<file path="src/rtl/uart_rx_buffered_pkg.sv">
// Shared constants for the buffered UART receiver: FSM encoding, oversampling
// and majority-vote sample positions, frame geometry.
package uart_rx_buffered_pkg;
    localparam logic [2:0] ST_IDLE  = 3'd0;
    localparam logic [2:0] ST_START = 3'd1;
    localparam logic [2:0] ST_DATA  = 3'd2;
    localparam logic [2:0] ST_STOP  = 3'd3;
    localparam logic [2:0] ST_BREAK = 3'd4;

    localparam int OVERSAMPLE = 16;
    localparam int TICK_W     = $clog2(OVERSAMPLE);
    localparam int SAMPLE_T0  = 7;
    localparam int SAMPLE_T1  = 8;
    localparam int SAMPLE_T2  = 9;
    localparam int DATA_BITS  = 8;
    localparam int BIT_W      = $clog2(DATA_BITS);

    function automatic logic maj3(input logic a, input logic b, input logic c);
        return (a & b) | (a & c) | (b & c);
    endfunction
endpackage

</file>
<file path="src/rtl/uart_rx_buffered_if.sv">
// Consumer-side read stream of the receive FIFO.
// Handshake: rd_data is stable and meaningful whenever rd_valid=1; a byte is
// consumed on every rising clk edge where rd_valid && rd_ready; rd_ready while
// rd_valid=0 does nothing.
interface uart_rx_buffered_if;
    import uart_rx_buffered_pkg::*;

    logic [DATA_BITS-1:0] rd_data;
    logic                 rd_valid;
    logic                 rd_ready;

    modport master (output rd_data, output rd_valid, input rd_ready);
    modport slave  (input rd_data, input rd_valid, output rd_ready);
endinterface

</file>
<file path="src/rtl/uart_sync_fifo.sv">
// First-word fall-through synchronous FIFO with occupancy count and a
// one-cycle drop indication when a write hits a full FIFO without a pop.
module uart_sync_fifo #(
    parameter int WIDTH = 8,
    parameter int DEPTH = 8
) (
    input  logic                   clk,
    input  logic                   reset,
    input  logic                   wr_en,
    input  logic [WIDTH-1:0]       wr_data,
    output logic                   wr_drop,
    output logic [WIDTH-1:0]       rd_data,
    output logic                   rd_valid,
    input  logic                   rd_ready,
    output logic [$clog2(DEPTH):0] count
);
    localparam int AW = $clog2(DEPTH);
    localparam int CW = AW + 1;
    localparam logic [CW-1:0] FULL_COUNT = CW'(DEPTH);

    logic [WIDTH-1:0] mem_q [DEPTH];
    logic [AW-1:0]    wr_ptr_q, wr_ptr_d, rd_ptr_q, rd_ptr_d;
    logic [CW-1:0]    count_q, count_d;
    logic             push, pop, full;

    assign rd_valid = (count_q != '0);
    assign full     = (count_q == FULL_COUNT);
    assign pop      = rd_valid && rd_ready;
    // A pop in the same cycle frees the slot the incoming byte needs.
    assign push     = wr_en && (!full || pop);
    assign wr_drop  = wr_en && full && !pop;
    assign rd_data  = rd_valid ? mem_q[rd_ptr_q] : '0;
    assign count    = count_q;

    always_comb begin
        wr_ptr_d = push ? wr_ptr_q + 1'b1 : wr_ptr_q;
        rd_ptr_d = pop ? rd_ptr_q + 1'b1 : rd_ptr_q;
        unique case ({push, pop})
            2'b10:   count_d = count_q + 1'b1;
            2'b01:   count_d = count_q - 1'b1;
            default: count_d = count_q;
        endcase
    end

    always_ff @(posedge clk or posedge reset) begin
        if (reset) begin
            wr_ptr_q <= '0;
            rd_ptr_q <= '0;
            count_q  <= '0;
        end else begin
            wr_ptr_q <= wr_ptr_d;
            rd_ptr_q <= rd_ptr_d;
            count_q  <= count_d;
        end
    end

    always_ff @(posedge clk) begin
        if (push) begin
            mem_q[wr_ptr_q] <= wr_data;
        end
    end
endmodule

</file>
<file path="src/rtl/uart_rx_buffered.sv">
// 8N1 UART receiver with 16x oversampling, 2-of-3 majority bit decisions,
// framing-error/break handling and a FWFT receive FIFO.
module uart_rx_buffered
    import uart_rx_buffered_pkg::*;
#(
    parameter int CLK_FREQ   = 50000000,
    parameter int BAUD_RATE  = 9600,
    parameter int FIFO_DEPTH = 8
) (
    input  logic                        clk,
    input  logic                        reset,
    input  logic                        rx,
    uart_rx_buffered_if.master          rd,
    output logic                        frame_err,
    output logic                        overrun,
    output logic [$clog2(FIFO_DEPTH):0] fifo_count,
    output logic [2:0]                  state_dbg
);
    localparam int OSDIV = CLK_FREQ / (BAUD_RATE * OVERSAMPLE);
    localparam int DIV_W = (OSDIV > 1) ? $clog2(OSDIV) : 1;
    localparam logic [DIV_W-1:0]  DIV_MAX = DIV_W'(OSDIV - 1);
    localparam logic [TICK_W-1:0] T0      = TICK_W'(SAMPLE_T0);
    localparam logic [TICK_W-1:0] T1      = TICK_W'(SAMPLE_T1);
    localparam logic [TICK_W-1:0] T2      = TICK_W'(SAMPLE_T2);
    localparam logic [TICK_W-1:0] T_LAST  = TICK_W'(OVERSAMPLE - 1);
    localparam logic [BIT_W-1:0]  B_LAST  = BIT_W'(DATA_BITS - 1);

    logic                 rx_meta_q, rx_meta_d, rx_sync_q, rx_sync_d, rx_prev_q, rx_prev_d;
    logic [2:0]           state_q, state_d;
    logic [DIV_W-1:0]     div_q, div_d;
    logic [TICK_W-1:0]    tick_cnt_q, tick_cnt_d;
    logic [BIT_W-1:0]     bit_cnt_q, bit_cnt_d;
    logic [1:0]           samp_q, samp_d;
    logic [DATA_BITS-1:0] shreg_q, shreg_d;
    logic                 push_q, push_d, frame_err_q, frame_err_d, overrun_q, overrun_d;
    logic                 tick, maj, fifo_drop;

    always_comb begin
        rx_meta_d   = rx;
        rx_sync_d   = rx_meta_q;
        rx_prev_d   = rx_sync_q;
        state_d     = state_q;
        div_d       = div_q;
        tick_cnt_d  = tick_cnt_q;
        bit_cnt_d   = bit_cnt_q;
        samp_d      = samp_q;
        shreg_d     = shreg_q;
        push_d      = 1'b0;
        frame_err_d = 1'b0;
        overrun_d   = overrun_q | fifo_drop;
        tick        = 1'b0;
        maj         = maj3(samp_q[0], samp_q[1], rx_sync_q);

        // The divider is held at zero while idle so bit timing is anchored
        // to the detected start edge.
        if (state_q == ST_IDLE) begin
            div_d      = '0;
            tick_cnt_d = '0;
            bit_cnt_d  = '0;
            if (rx_prev_q && !rx_sync_q) begin
                state_d = ST_START;
            end
        end else begin
            tick  = (div_q == DIV_MAX);
            div_d = tick ? '0 : div_q + 1'b1;
        end

        if (tick) begin
            tick_cnt_d = tick_cnt_q + 1'b1;
            if (tick_cnt_q == T0) samp_d[0] = rx_sync_q;
            if (tick_cnt_q == T1) samp_d[1] = rx_sync_q;
            case (state_q)
                ST_START: begin
                    if (tick_cnt_q == T2 && maj) begin
                        state_d = ST_IDLE;
                    end else if (tick_cnt_q == T_LAST) begin
                        state_d = ST_DATA;
                    end
                end
                ST_DATA: begin
                    if (tick_cnt_q == T2) begin
                        shreg_d = {maj, shreg_q[DATA_BITS-1:1]};
                    end
                    if (tick_cnt_q == T_LAST) begin
                        bit_cnt_d = bit_cnt_q + 1'b1;
                        if (bit_cnt_q == B_LAST) state_d = ST_STOP;
                    end
                end
                ST_STOP: begin
                    // Decide at the last sample and re-arm early so a
                    // back-to-back start edge is not missed.
                    if (tick_cnt_q == T2) begin
                        if (maj) begin
                            push_d  = 1'b1;
                            state_d = ST_IDLE;
                        end else begin
                            frame_err_d = 1'b1;
                            state_d     = ST_BREAK;
                        end
                    end
                end
                default: ;
            endcase
        end

        if (state_q == ST_BREAK && rx_sync_q) begin
            state_d = ST_IDLE;
        end
    end

    always_ff @(posedge clk or posedge reset) begin
        if (reset) begin
            rx_meta_q   <= 1'b1;
            rx_sync_q   <= 1'b1;
            rx_prev_q   <= 1'b1;
            state_q     <= ST_IDLE;
            div_q       <= '0;
            tick_cnt_q  <= '0;
            bit_cnt_q   <= '0;
            samp_q      <= '0;
            shreg_q     <= '0;
            push_q      <= 1'b0;
            frame_err_q <= 1'b0;
            overrun_q   <= 1'b0;
        end else begin
            rx_meta_q   <= rx_meta_d;
            rx_sync_q   <= rx_sync_d;
            rx_prev_q   <= rx_prev_d;
            state_q     <= state_d;
            div_q       <= div_d;
            tick_cnt_q  <= tick_cnt_d;
            bit_cnt_q   <= bit_cnt_d;
            samp_q      <= samp_d;
            shreg_q     <= shreg_d;
            push_q      <= push_d;
            frame_err_q <= frame_err_d;
            overrun_q   <= overrun_d;
        end
    end

    uart_sync_fifo #(
        .WIDTH(DATA_BITS),
        .DEPTH(FIFO_DEPTH)
    ) u_fifo (
        .clk      (clk),
        .reset    (reset),
        .wr_en    (push_q),
        .wr_data  (shreg_q),
        .wr_drop  (fifo_drop),
        .rd_data  (rd.rd_data),
        .rd_valid (rd.rd_valid),
        .rd_ready (rd.rd_ready),
        .count    (fifo_count)
    );

    assign frame_err = frame_err_q;
    assign overrun   = overrun_q;
    assign state_dbg = state_q;
endmodule

</file>
<file path="src/flat_wrapper.sv">
// flat-port wrapper written by rule: the top's interface ports become plain ports
module uart_rx_buffered_flat import uart_rx_buffered_pkg::*;
#(
    parameter int CLK_FREQ   = 50000000,
    parameter int BAUD_RATE  = 9600,
    parameter int FIFO_DEPTH = 8
)
  (clk, reset, rx, frame_err, overrun, fifo_count, state_dbg, rd_rd_data, rd_rd_valid, rd_rd_ready);
  uart_rx_buffered_if rd_i ();
  input  logic clk;
  input  logic reset;
  input  logic rx;
  output logic frame_err;
  output logic overrun;
  output logic [$clog2(FIFO_DEPTH):0] fifo_count;
  output logic [2:0] state_dbg;
  output wire logic [$bits(rd_i.rd_data)-1:0] rd_rd_data;
  output wire logic [$bits(rd_i.rd_valid)-1:0] rd_rd_valid;
  input wire logic [$bits(rd_i.rd_ready)-1:0] rd_rd_ready;
  assign rd_rd_data = rd_i.rd_data;
  assign rd_rd_valid = rd_i.rd_valid;
  assign rd_i.rd_ready = rd_rd_ready;
  uart_rx_buffered #(.CLK_FREQ(CLK_FREQ), .BAUD_RATE(BAUD_RATE), .FIFO_DEPTH(FIFO_DEPTH)) u_core (.clk(clk), .reset(reset), .rx(rx), .rd(rd_i), .frame_err(frame_err), .overrun(overrun), .fifo_count(fifo_count), .state_dbg(state_dbg));
endmodule
</file>
<file path="config.mk">
export PLATFORM = sky130hd
export DESIGN_NAME = uart_rx_buffered_flat
export DESIGN_NICKNAME = d
export VERILOG_FILES = /design/src/rtl/uart_rx_buffered_pkg.sv /design/src/rtl/uart_rx_buffered_if.sv /design/src/rtl/uart_sync_fifo.sv /design/src/rtl/uart_rx_buffered.sv /design/src/flat_wrapper.sv
export SDC_FILE = /design/constraint.sdc
export NUM_CORES = 1
export LEC_CHECK = 0
export BUFFER_PORTS_ARGS = -buffer_cell sky130_fd_sc_hd__buf_4
export CORE_MARGIN = 2
export CORE_UTILIZATION = 40
export DETAILED_ROUTE_END_ITERATION = 10
export PLACE_DENSITY = 0.65
export SYNTH_ARGS = -nofsm -noshare
export SYNTH_HDL_FRONTEND = slang
export SYNTH_SLANG_ARGS = --single-unit
</file>
<file path="constraint.sdc">
create_clock -name clk -period 3.45 [get_ports clk]
set_input_delay 0.1725 -clock clk [delete_from_list [all_inputs] [get_ports clk]]
set_output_delay 0.1725 -clock clk [all_outputs]
set_load 0.01 [all_outputs]
</file>
==> results.json, run 1 <==
{
  "status": "finished, final reports clean",
  "cts_tree": "yes",
  "grt_pass1_wl_um": 13400,
  "synth.most_common_cell": "edfxtp_1",
  "start_util": 0.410,
  "fillers": 1006,
  "root_buffer": "clkbuf_16",
  "dr_total_vias": 2513,
  "p_clk_frac": 0.376,
  "power_density_mw_per_mm2": 481,
  "rows": 39,
  "drc_errors": 0,
  "synth.area.top_cells": "edfxtp_1 (41%), dfrtp_1 (22%), mux4_2 (7.7%)",
  "irDropWorstVdd_mv": 0.252,
  "worstPathArrival_ns": 3.08,
  "reg2regPathDepth": 11,
  "cts_buffer_depth": 2,
  "drive_gt1_frac": 0.225,
  "maxSlewHeadroom": 0.358,
  "critPathCaptureType": "flip-flop",
  "grtUsageTotal": 0.139,
  "sw_frac_of_total": 0.225,
  "hold_viol": 0,
  "synth-main-ff-cell": "edfxtp_1",
  "synthTopCellsByCount": "edfxtp_1 (64), dfrtp_1 (42), nor2_1 (36)",
  "layout_worst_path_cycle_share": 0.825,
  "htree_num_levels": 3,
  "place.gp.congestion": 0.806,
  "antenna_found_initial": 0,
  "netlist_instances": 313,
  "p_sw_w": 0.000574,
  "syn-num-nets": 330,
  "crit_end": "u_core.u_fifo.count[3]",
  "rrSetupSlack_ns": 0.60,
  "finalMaxSlewViolations": 0,
  "grt_max_degree": 46,
  "stdcell_count": 489,
  "startpoint": "u_core.u_fifo.count[1]",
  "start_kind": "flip-flop",
  "worst_pin_slew_ns": 0.962,
  "netlist_area_sq_mm": 0.00468,
  "viasPerCell": 5.14,
  "fp.dieW_um": 112,
  "period_needed_ns": 2.85,
  "yosysSeqAreaShare": 0.652,
  "r2r_start": "u_core.u_fifo.count[1]",
  "cts_repair_resize_count": 0,
  "drt-initial-drc-count": 152,
  "cts_setup_buffers": 0,
  "grt_pass1_vias": 2530,
  "wire_per_inst_um": 16.6,
  "drt-total-wl_um": 8110,
  "pin_count": 22,
  "clk-insertion-delay-late_ns": 0.34,
  "synth.avg_cell_area_sq_um": 15.0,
  "setup_viol": 0,
  "drt.antenna.violating_nets": 0,
  "ys_ff_latch": 109,
  "max_freq_ghz": 0.351,
  "p_seq_frac": 0.577,
  "synth-warning-count": 0,
  "placed_cells": 473,
  "tns_ns": 0,
  "die_area_sq_mm": 0.0126,
  "die_h_um": 112,
  "p_comb_frac": 0.046,
  "r2r_end": "u_core.u_fifo.count[3]",
  "synth.largest_area_cell": "edfxtp_1",
  "required_ns": 3.68,
  "nNetsFinal": 359,
  "rsz0062_at_grt": "no",
  "area_growth_pct": 13.1,
  "dp_hpwl_um": 5330,
  "io_buffers": 21,
  "timing.hold.ws_ns": 0.0504,
  "synthDistinctLibCells": 50,
  "finClkSkew_ns": 0.0137,
  "grt.overflow.total": 0,
  "synth-edff-count": 64,
  "coreArea_sq_mm": 0.0114,
  "drt_first_pass_iters": 4,
  "num_antenna_cells": 0,
  "cts_sinks": 109,
  "async_flop_share": 0.413,
  "internal_power_w": 0.00197,
  "path_clk_slew_ns": 0.07,
  "p_leak_nw": 2.19,
  "synth_top_area_share": 0.410,
  "hold_path_class": "in2async",
  "crit_type": "reg2reg",
  "critPathMaxFanout": 9,
  "drv_cap": 0,
  "cts_buffers": 9
}
==> worst min path at each step <==
stage	endpoint	slack, ns	cells after the start
after floorplan	u_core.rx_meta_q	0.18	0
after global placement	u_core.rx_meta_q	0.28	1
after detailed placement	u_core.rx_meta_q	0.28	1
after CTS	u_core.shreg_q[0]	0.09	2
after global routing	u_core.u_fifo.rd_ptr_q[2]	0.13	3
final	u_core.u_fifo.count[1]	0.05	2
==> per-stage QoR <==
stage	total power, W	cell area, sq um	util	setup WS (ns)
2_1_floorplan	0.00158	4680	-	0.676
3_3_place_gp	0.00161	5010	0.439	0.660
3_5_place_dp	0.00162	5010	0.439	0.578
4_1_cts	0.00258	5300	0.464	0.589
5_1_grt	0.00266	5300	0.464	0.331
6_report	0.00255	5300	0.464	0.603
==> registers in the layout, indices dropped and copies added, names as in the netlist <==
register and flops:
u_core.u_fifo.wr_ptr_q 3, u_core.bit_cnt_q 3, u_core.div_q 9, u_core.frame_err 1, u_core.tick_cnt_q 4, u_core.rx_meta_q 1
u_core.state_dbg 3, u_core.shreg_q 8, u_core.u_fifo.rd_ptr_q 3, u_core.rx_prev_q 1, u_core.u_fifo.mem_q 64, u_core.samp_q 2
u_core.overrun 1, u_core.rx_prev_d 1, u_core.u_fifo.count 4, u_core.push_q 1
==> power by group through the flow <==
stage                     combinational [W]  clock, W  sequential (W)
after floorplan                   0.0000999         0         0.00148
after global placement             0.000115         0         0.00150
after detailed placement           0.000119         0         0.00150
after CTS                          0.000121  0.000986         0.00147
after global routing               0.000138   0.00104         0.00148
final                              0.000118  0.000959         0.00147
==> cell type report <==
class	count	area [sq um]	area share
flip-flops and latches	109	3050	0.576
inverters	11	41.3	0.00780
clock inverters	5	46.3	0.00874
clock buffers	10	229	0.0432
well taps	143	179	0.0338
multi-input cells	185	1550	0.293
repair buffers	26	198	0.0373
==> per-layer routing <==
| metal | track usage | share of wire |
|---|---|---|
| met2 | 0.230 | 0.50 |
| met5 | 0 | 0 |
| met3 | 0.0340 | 0.023 |
| met4 | 0.0512 | 0.014 |
| met1 | 0.181 | 0.47 |
==> cells in the final DEF (no fill, tap or decap), drive strengths merged, types with 3 or more instances in the layout <==
master  netlist  layout
a21o          3       3
a21oi         3       3
buf           5      25
clkbuf        3      10
clkinv        0       3
dfrtp        42      42
dfstp         3       3
edfxtp       64      64
ha           12      12
inv          11      13
mux2         12      12
mux2i         8       8
mux4         16      16
nand2        16      16
nand2b        4       4
nand3        10      10
nand4         3       3
nor2         37      37
nor3          6       6
o21ai         9       9
xnor2         5       5
xor2         10      10
==> kinds of logic (layout without fill, tap and decap cells) <==
logic type / Yosys count / in the layout / synth area share
xor+xnor: 15 / 15 / 0.0281
compound gates: 21 / 21 / 0.0286
simple gates: 99 / 99 / 0.113
mux: 36 / 36 / 0.123
fa+ha+maj: 14 / 14 / 0.0385
buf+inv: 19 / 52 / 0.0174
flops: 109 / 109 / 0.652
==> critical path, cell delays in order, from the launching register on <==
cell and delay (ns):
dfrtp_1 0.42, or3_1 0.44, nor2_2 0.10, buf_4 0.18, inv_1 0.08, and2_1 0.20, ha_1 0.24, ha_1 0.28
a21o_1 0.21, a2111oi_0 0.36, nand4b_1 0.16, nand3_1 0.07
==> repair_timing <==
item / 4_1_cts / 5_1_grt
setup endpoints to repair: 0 / 0
hold buffers: 1 / 0
hold endpoints to repair: 1 / 0
No activity file was read; power rests on OpenSTA's default activity.
==> run 2, diff against run 1 <==
==> constraint.sdc (replaced) <==
create_clock -name clk -period 2.8 [get_ports clk]
set_input_delay 0.14 -clock clk [delete_from_list [all_inputs] [get_ports clk]]
set_output_delay 0.14 -clock clk [all_outputs]
set_load 0.01 [all_outputs]
==> results.json, run 2 (synthesis results as in run 1) <==
{
  "setup_viol": 0,
  "io_buffers": 21,
  "reg_top3": "u_core.u_fifo.mem_q (64), u_core.div_q (9), u_core.shreg_q (8)",
  "nNetsFinal": 371,
  "dr_total_vias": 2558,
  "place.gp.congestion": 0.780,
  "cts_tree": "yes",
  "coreArea_sq_mm": 0.0114,
  "drt.antenna.violating_nets": 0,
  "drt-total-wl_um": 8310,
  "final_common_cell": "edfxtp_1",
  "largest_register_ffs": 64,
  "tns_ns": 0,
  "required_ns": 3.03,
  "finClkSkew_ns": 0.00801,
  "cts_buffers": 9,
  "largest-register": "u_core.u_fifo.mem_q",
  "die_h_um": 112,
  "fillers": 1000,
  "dpl_cell_area_sq_mm": 0.00510,
  "pin_count": 22,
  "power_density_mw_per_mm2": 585,
  "layout_worst_path_cycle_share": 0.942,
  "area_growth_pct": 15.3,
  "critPathMaxStageDelay_ns": 0.42,
  "path_cells": "or3_1, nor2_2, inv_1, and2_1, ha_2, ha_1, a21o_1, a2111oi_2, nand4b_1, nand3_1",
  "cts_buffer_depth": 2,
  "rows": 39,
  "irDropWorstVdd_mv": 0.432,
  "dp_hpwl_um": 5480,
  "grt_pass1_vias": 2719,
  "antenna_found_initial": 0,
  "start_kind": "flip-flop",
  "finalMaxSlewViolations": 0,
  "num_antenna_cells": 0,
  "clk-insertion-delay-late_ns": 0.34,
  "p_leak_nw": 2.26,
  "root_buffer": "clkbuf_16",
  "cts_sinks": 109,
  "crit_type": "reg2reg",
  "die_area_sq_mm": 0.0126,
  "max_freq_ghz": 0.379,
  "worst_pin_slew_ns": 0.969,
  "start_util": 0.410,
  "rsz0062_at_grt": "no",
  "grtUsageTotal": 0.141,
  "critPathTopFamily": "simple AND/OR/NAND/NOR gates",
  "drc_errors": 0,
  "hold_viol": 0,
  "wire_per_inst_um": 16.6,
  "path_clk_slew_ns": 0.07,
  "fp.dieW_um": 112,
  "hold_path_class": "in2async",
  "power_w": 0.00316,
  "drv_cap": 0,
  "drt_first_pass_iters": 4,
  "critPathCaptureType": "flip-flop",
  "fin_area_sq_mm": 0.00540,
  "layout_common_cells": "edfxtp_1 (64), dfrtp_1 (42), buf_4 (37), nor2_1 (36)",
  "status": "finished, final reports clean",
  "period_needed_ns": 2.64,
  "worstPathArrival_ns": 2.87,
  "critPathMaxFanout": 5,
  "viasPerCell": 5.10,
  "grt.overflow.total": 0,
  "grt_pass1_wl_um": 13800,
  "drt-initial-drc-count": 150,
  "htree_num_levels": 3,
  "maxSlewHeadroom": 0.353,
  "grt_max_degree": 46,
  "cp_num_buf_inv": 1,
  "critPathSlowestCell": "or3_1",
  "drive_gt1_frac": 0.259
}
## run 2: area by class of cell
| type | count | area (sq um) | share of cell area |
|---|---|---|---|
| clock buffers | 10 | 229 | 0.0424 |
| clock inverters | 6 | 53.8 | 0.00996 |
| inverters | 11 | 41.3 | 0.00764 |
| multi-input cells | 185 | 1560 | 0.289 |
| flip-flops and latches | 109 | 3050 | 0.565 |
| well taps | 143 | 179 | 0.0331 |
| repair buffers | 38 | 288 | 0.0533 |
## run 2: what timing repair did
item / 4_1_cts / 5_1_grt
setup endpoints to repair: 0 / 1
gates resized for setup: 0 / 3
setup buffers: 0 / 0
hold endpoints to repair: 1 / 0
hold buffers: 1 / 0
## run 2: metal layers
layer / GRT usage / vias to the layer above / wire length, um
met2: 0.252 / 33 / 4460
li1: - / 1247 / -
met1: 0.174 / 1269 / 3560
met5: 0 / - / 0
met3: 0.0308 / 9 / 224
met4: 0.0390 / 0 / 73
## run 2: worst paths after layout
| kind | start | to | slack (ns) | cells past startpoint |
|---|---|---|---|---|
| setup / recovery | u_core.u_fifo.count[1] | u_core.u_fifo.count[3] | 0.16 | 10 |
| hold / removal | reset | u_core.div_q[0] | 0.04 | 2 |
| setup reg to reg | u_core.u_fifo.count[1] | u_core.u_fifo.count[3] | 0.16 | 10 |
| hold reg to reg | u_core.rx_meta_q | u_core.rx_prev_d | 0.36 | 0 |
| max in group asynchronous | reset | u_core.shreg_q[5] | 2.16 | 2 |
| min in group clk | rd_rd_ready | u_core.u_fifo.rd_ptr_q[2] | 0.09 | 3 |
## run 2: stage by stage
stage	hold slack, ns	utilization	setup slack, ns	instances
3_5_place_dp	0.250	0.447	0.139	485
4_1_cts	0.0694	0.472	0.130	502
2_1_floorplan	0.144	-	0.0259	313
3_3_place_gp	0.249	0.447	0.276	485
5_1_grt	0.107	0.473	0.0227	502
6_report	0.0362	0.473	0.163	502
## run 2: worst reg2reg max path: cells and delay by family (launching register included)
kind / cells / cell delay (ns)
simple gates: 5 / 0.96
fa+ha+maj: 2 / 0.49
compound gates: 2 / 0.62
flops: 1 / 0.38
buf+inv: 1 / 0.08
## run 2: where the power goes
group	switching (W)	internal, W	total, W
sequential	0.0000757	0.00174	0.00182
combinational	0.0000704	0.0000794	0.000150
clock	0.000573	0.000623	0.00120
==> run 3, diff against run 2 <==
--- a/config.mk
+++ b/config.mk
@@ -7,9 +7,9 @@
 export LEC_CHECK = 0
 export BUFFER_PORTS_ARGS = -buffer_cell sky130_fd_sc_hd__buf_4
 export CORE_MARGIN = 2
-export CORE_UTILIZATION = 40
+export CORE_UTILIZATION = 61
 export DETAILED_ROUTE_END_ITERATION = 10
-export PLACE_DENSITY = 0.65
+export PLACE_DENSITY = 0.88
 export SYNTH_ARGS = -nofsm -noshare
 export SYNTH_HDL_FRONTEND = slang
 export SYNTH_SLANG_ARGS = --single-unit
==> results.json, run 3 (synthesis results as in run 1) <==
{
  "nNetsFinal": 361,
  "dp_hpwl_um": 5380,
  "place.gp.congestion": 0.865,
  "largest_register_ffs": 64,
  "tns_ns": 0,
  "fp.dieW_um": 91.6,
  "die_area_sq_mm": 0.00839,
  "critPathMaxStageDelay_ns": 0.43,
  "die_h_um": 91.6,
  "cts_buffers": 9,
  "htree_num_levels": 3,
  "wire_per_inst_um": 18.0,
  "post-place-ws_ns": 0.0926,
  "hold_viol": 33,
  "max_freq_ghz": 0.376,
  "dr_total_vias": 2650,
  "grt_max_degree": 46,
  "start_kind": "flip-flop",
  "drt.antenna.violating_nets": 0,
  "rrSetupSlack_ns": 0.14,
  "drv_cap": 0,
  "io_buffers": 21,
  "seq_area_sq_mm": 0.00305,
  "worstPathArrival_ns": 2.92,
  "viasPerCell": 5.92,
  "status": "finished with violations",
  "coreArea_sq_mm": 0.00733,
  "finClkSkew_ns": 0.0168,
  "path_cells": "or3_4, nor2_2, inv_1, and2_1, ha_2, ha_1, a21o_1, a2111oi_1, nand4b_1, nand3_1",
  "p_leak_nw": 2.16,
  "r2r_start": "u_core.u_fifo.count[1]",
  "rows": 31,
  "r2r_end": "u_core.u_fifo.count[3]",
  "crit_type": "reg2reg",
  "largest-register": "u_core.u_fifo.mem_q",
  "reg_top3": "u_core.u_fifo.mem_q (64), u_core.div_q (9), u_core.shreg_q (8)",
  "drt-total-wl_um": 8070,
  "num_antenna_cells": 0,
  "crit_end": "u_core.u_fifo.count[3]",
  "reg2regPathDepth": 10,
  "clk-insertion-delay-late_ns": 0.37,
  "grt_pass1_vias": 2646,
  "required_ns": 3.06,
  "multi_input_area_sq_mm": 0.00156,
  "fillers": 442,
  "drive_gt1_frac": 0.244,
  "grt_pass1_wl_um": 13400,
  "critPathMaxFanout": 5,
  "power_density_mw_per_mm2": 555,
  "layout_common_cells": "edfxtp_1 (64), dfrtp_1 (42), nor2_1 (36), buf_4 (27)",
  "setup_viol": 0,
  "period_needed_ns": 2.66,
  "start_util": 0.639,
  "drc_errors": 0,
  "drt-initial-drc-count": 203,
  "maxSlewHeadroom": 0.235,
  "cts_tree": "yes",
  "antenna_found_initial": 0,
  "grtUsageTotal": 0.210,
  "critPathCaptureType": "flip-flop",
  "timing.hold.ws_ns": -0.0255,
  "root_buffer": "clkbuf_8",
  "finalMaxSlewViolations": 0,
  "grt.overflow.total": 0,
  "violations": "hold timing",
  "cts_buffer_depth": 2,
  "worst_pin_slew_ns": 1.14,
  "drt_first_pass_iters": 4,
  "final_common_cell": "edfxtp_1",
  "layout_worst_path_cycle_share": 0.950,
  "irDropWorstVdd_mv": 0.276,
  "cts_sinks": 109,
  "area_growth_pct": 10.9,
  "path_clk_slew_ns": 0.11,
  "hold_path_class": "in2async",
  "setup_ws_ns": 0.139,
  "pin_count": 22,
  "critPathSlowestCell": "dfrtp_1",
  "startpoint": "u_core.u_fifo.count[1]"
}
## run 3: changes by cell type in the layout (fill, tap and decap cells not counted), moves of 2 or more
cell       previous run  this run
buf_4                37        27
clkbuf_8              0         9
clkbuf_16             9         0
clkinv_8              0         2
## run 3: worst min path at each step
stage                      from                     end
after floorplan              rx        u_core.rx_meta_q
after global placement       rx        u_core.rx_meta_q
after detailed placement     rx        u_core.rx_meta_q
after CTS                 reset         u_core.div_q[4]
after global routing      reset  u_core.u_fifo.count[1]
final                     reset          u_core.overrun
## run 3: metrics by stage
stage	area (sq um)	util	std cells	total power, W
6_report	5190	0.709	448	0.00288
2_1_floorplan	4680	-	313	0.00195
4_1_cts	5170	0.706	447	0.00290
5_1_grt	5190	0.709	448	0.00300
3_5_place_dp	4960	0.677	430	0.00199
3_3_place_gp	4960	0.677	430	0.00198
## run 3: routing by layer
metal  track usage  vias up  wire, um
met5             0        -         0
met4        0.0833        0       121
met3        0.0353       11       314
met2         0.340       65      4070
met1         0.287     1342      3570
li1              -     1232         -
## run 3: critical path: cells and delay by family, from the launching register on
kind	cells	cell delay (ns)
flops	1	0.43
buf+inv	1	0.08
compound gates	2	0.56
simple gates	5	0.96
fa+ha+maj	2	0.52
## run 3: final cells by class
class | count | share of cell area
multi-input combinational | 185 | 0.301
clock inverter | 7 | 0.0152
timing repair buffer | 28 | 0.0409
clock buffer | 9 | 0.0238
inverter | 11 | 0.00795
sequential | 109 | 0.587
tap | 99 | 0.0238
## run 3: power by group
group | internal, W | switching [W] | total [W]
combinational | 0.0000787 | 0.0000669 | 0.000146
sequential | 0.00174 | 0.0000751 | 0.00181
clock | 0.000355 | 0.000569 | 0.000924
## run 3: timing repair
| action | CTS | global route |
|---|---|---|
| setup endpoints to repair | 0 | 1 |
| resized for setup | 0 | 4 |
| hold buffers | 1 | 0 |
| buffers inserted | 0 | 1 |
| endpoints found under the hold margin | 1 | 0 |
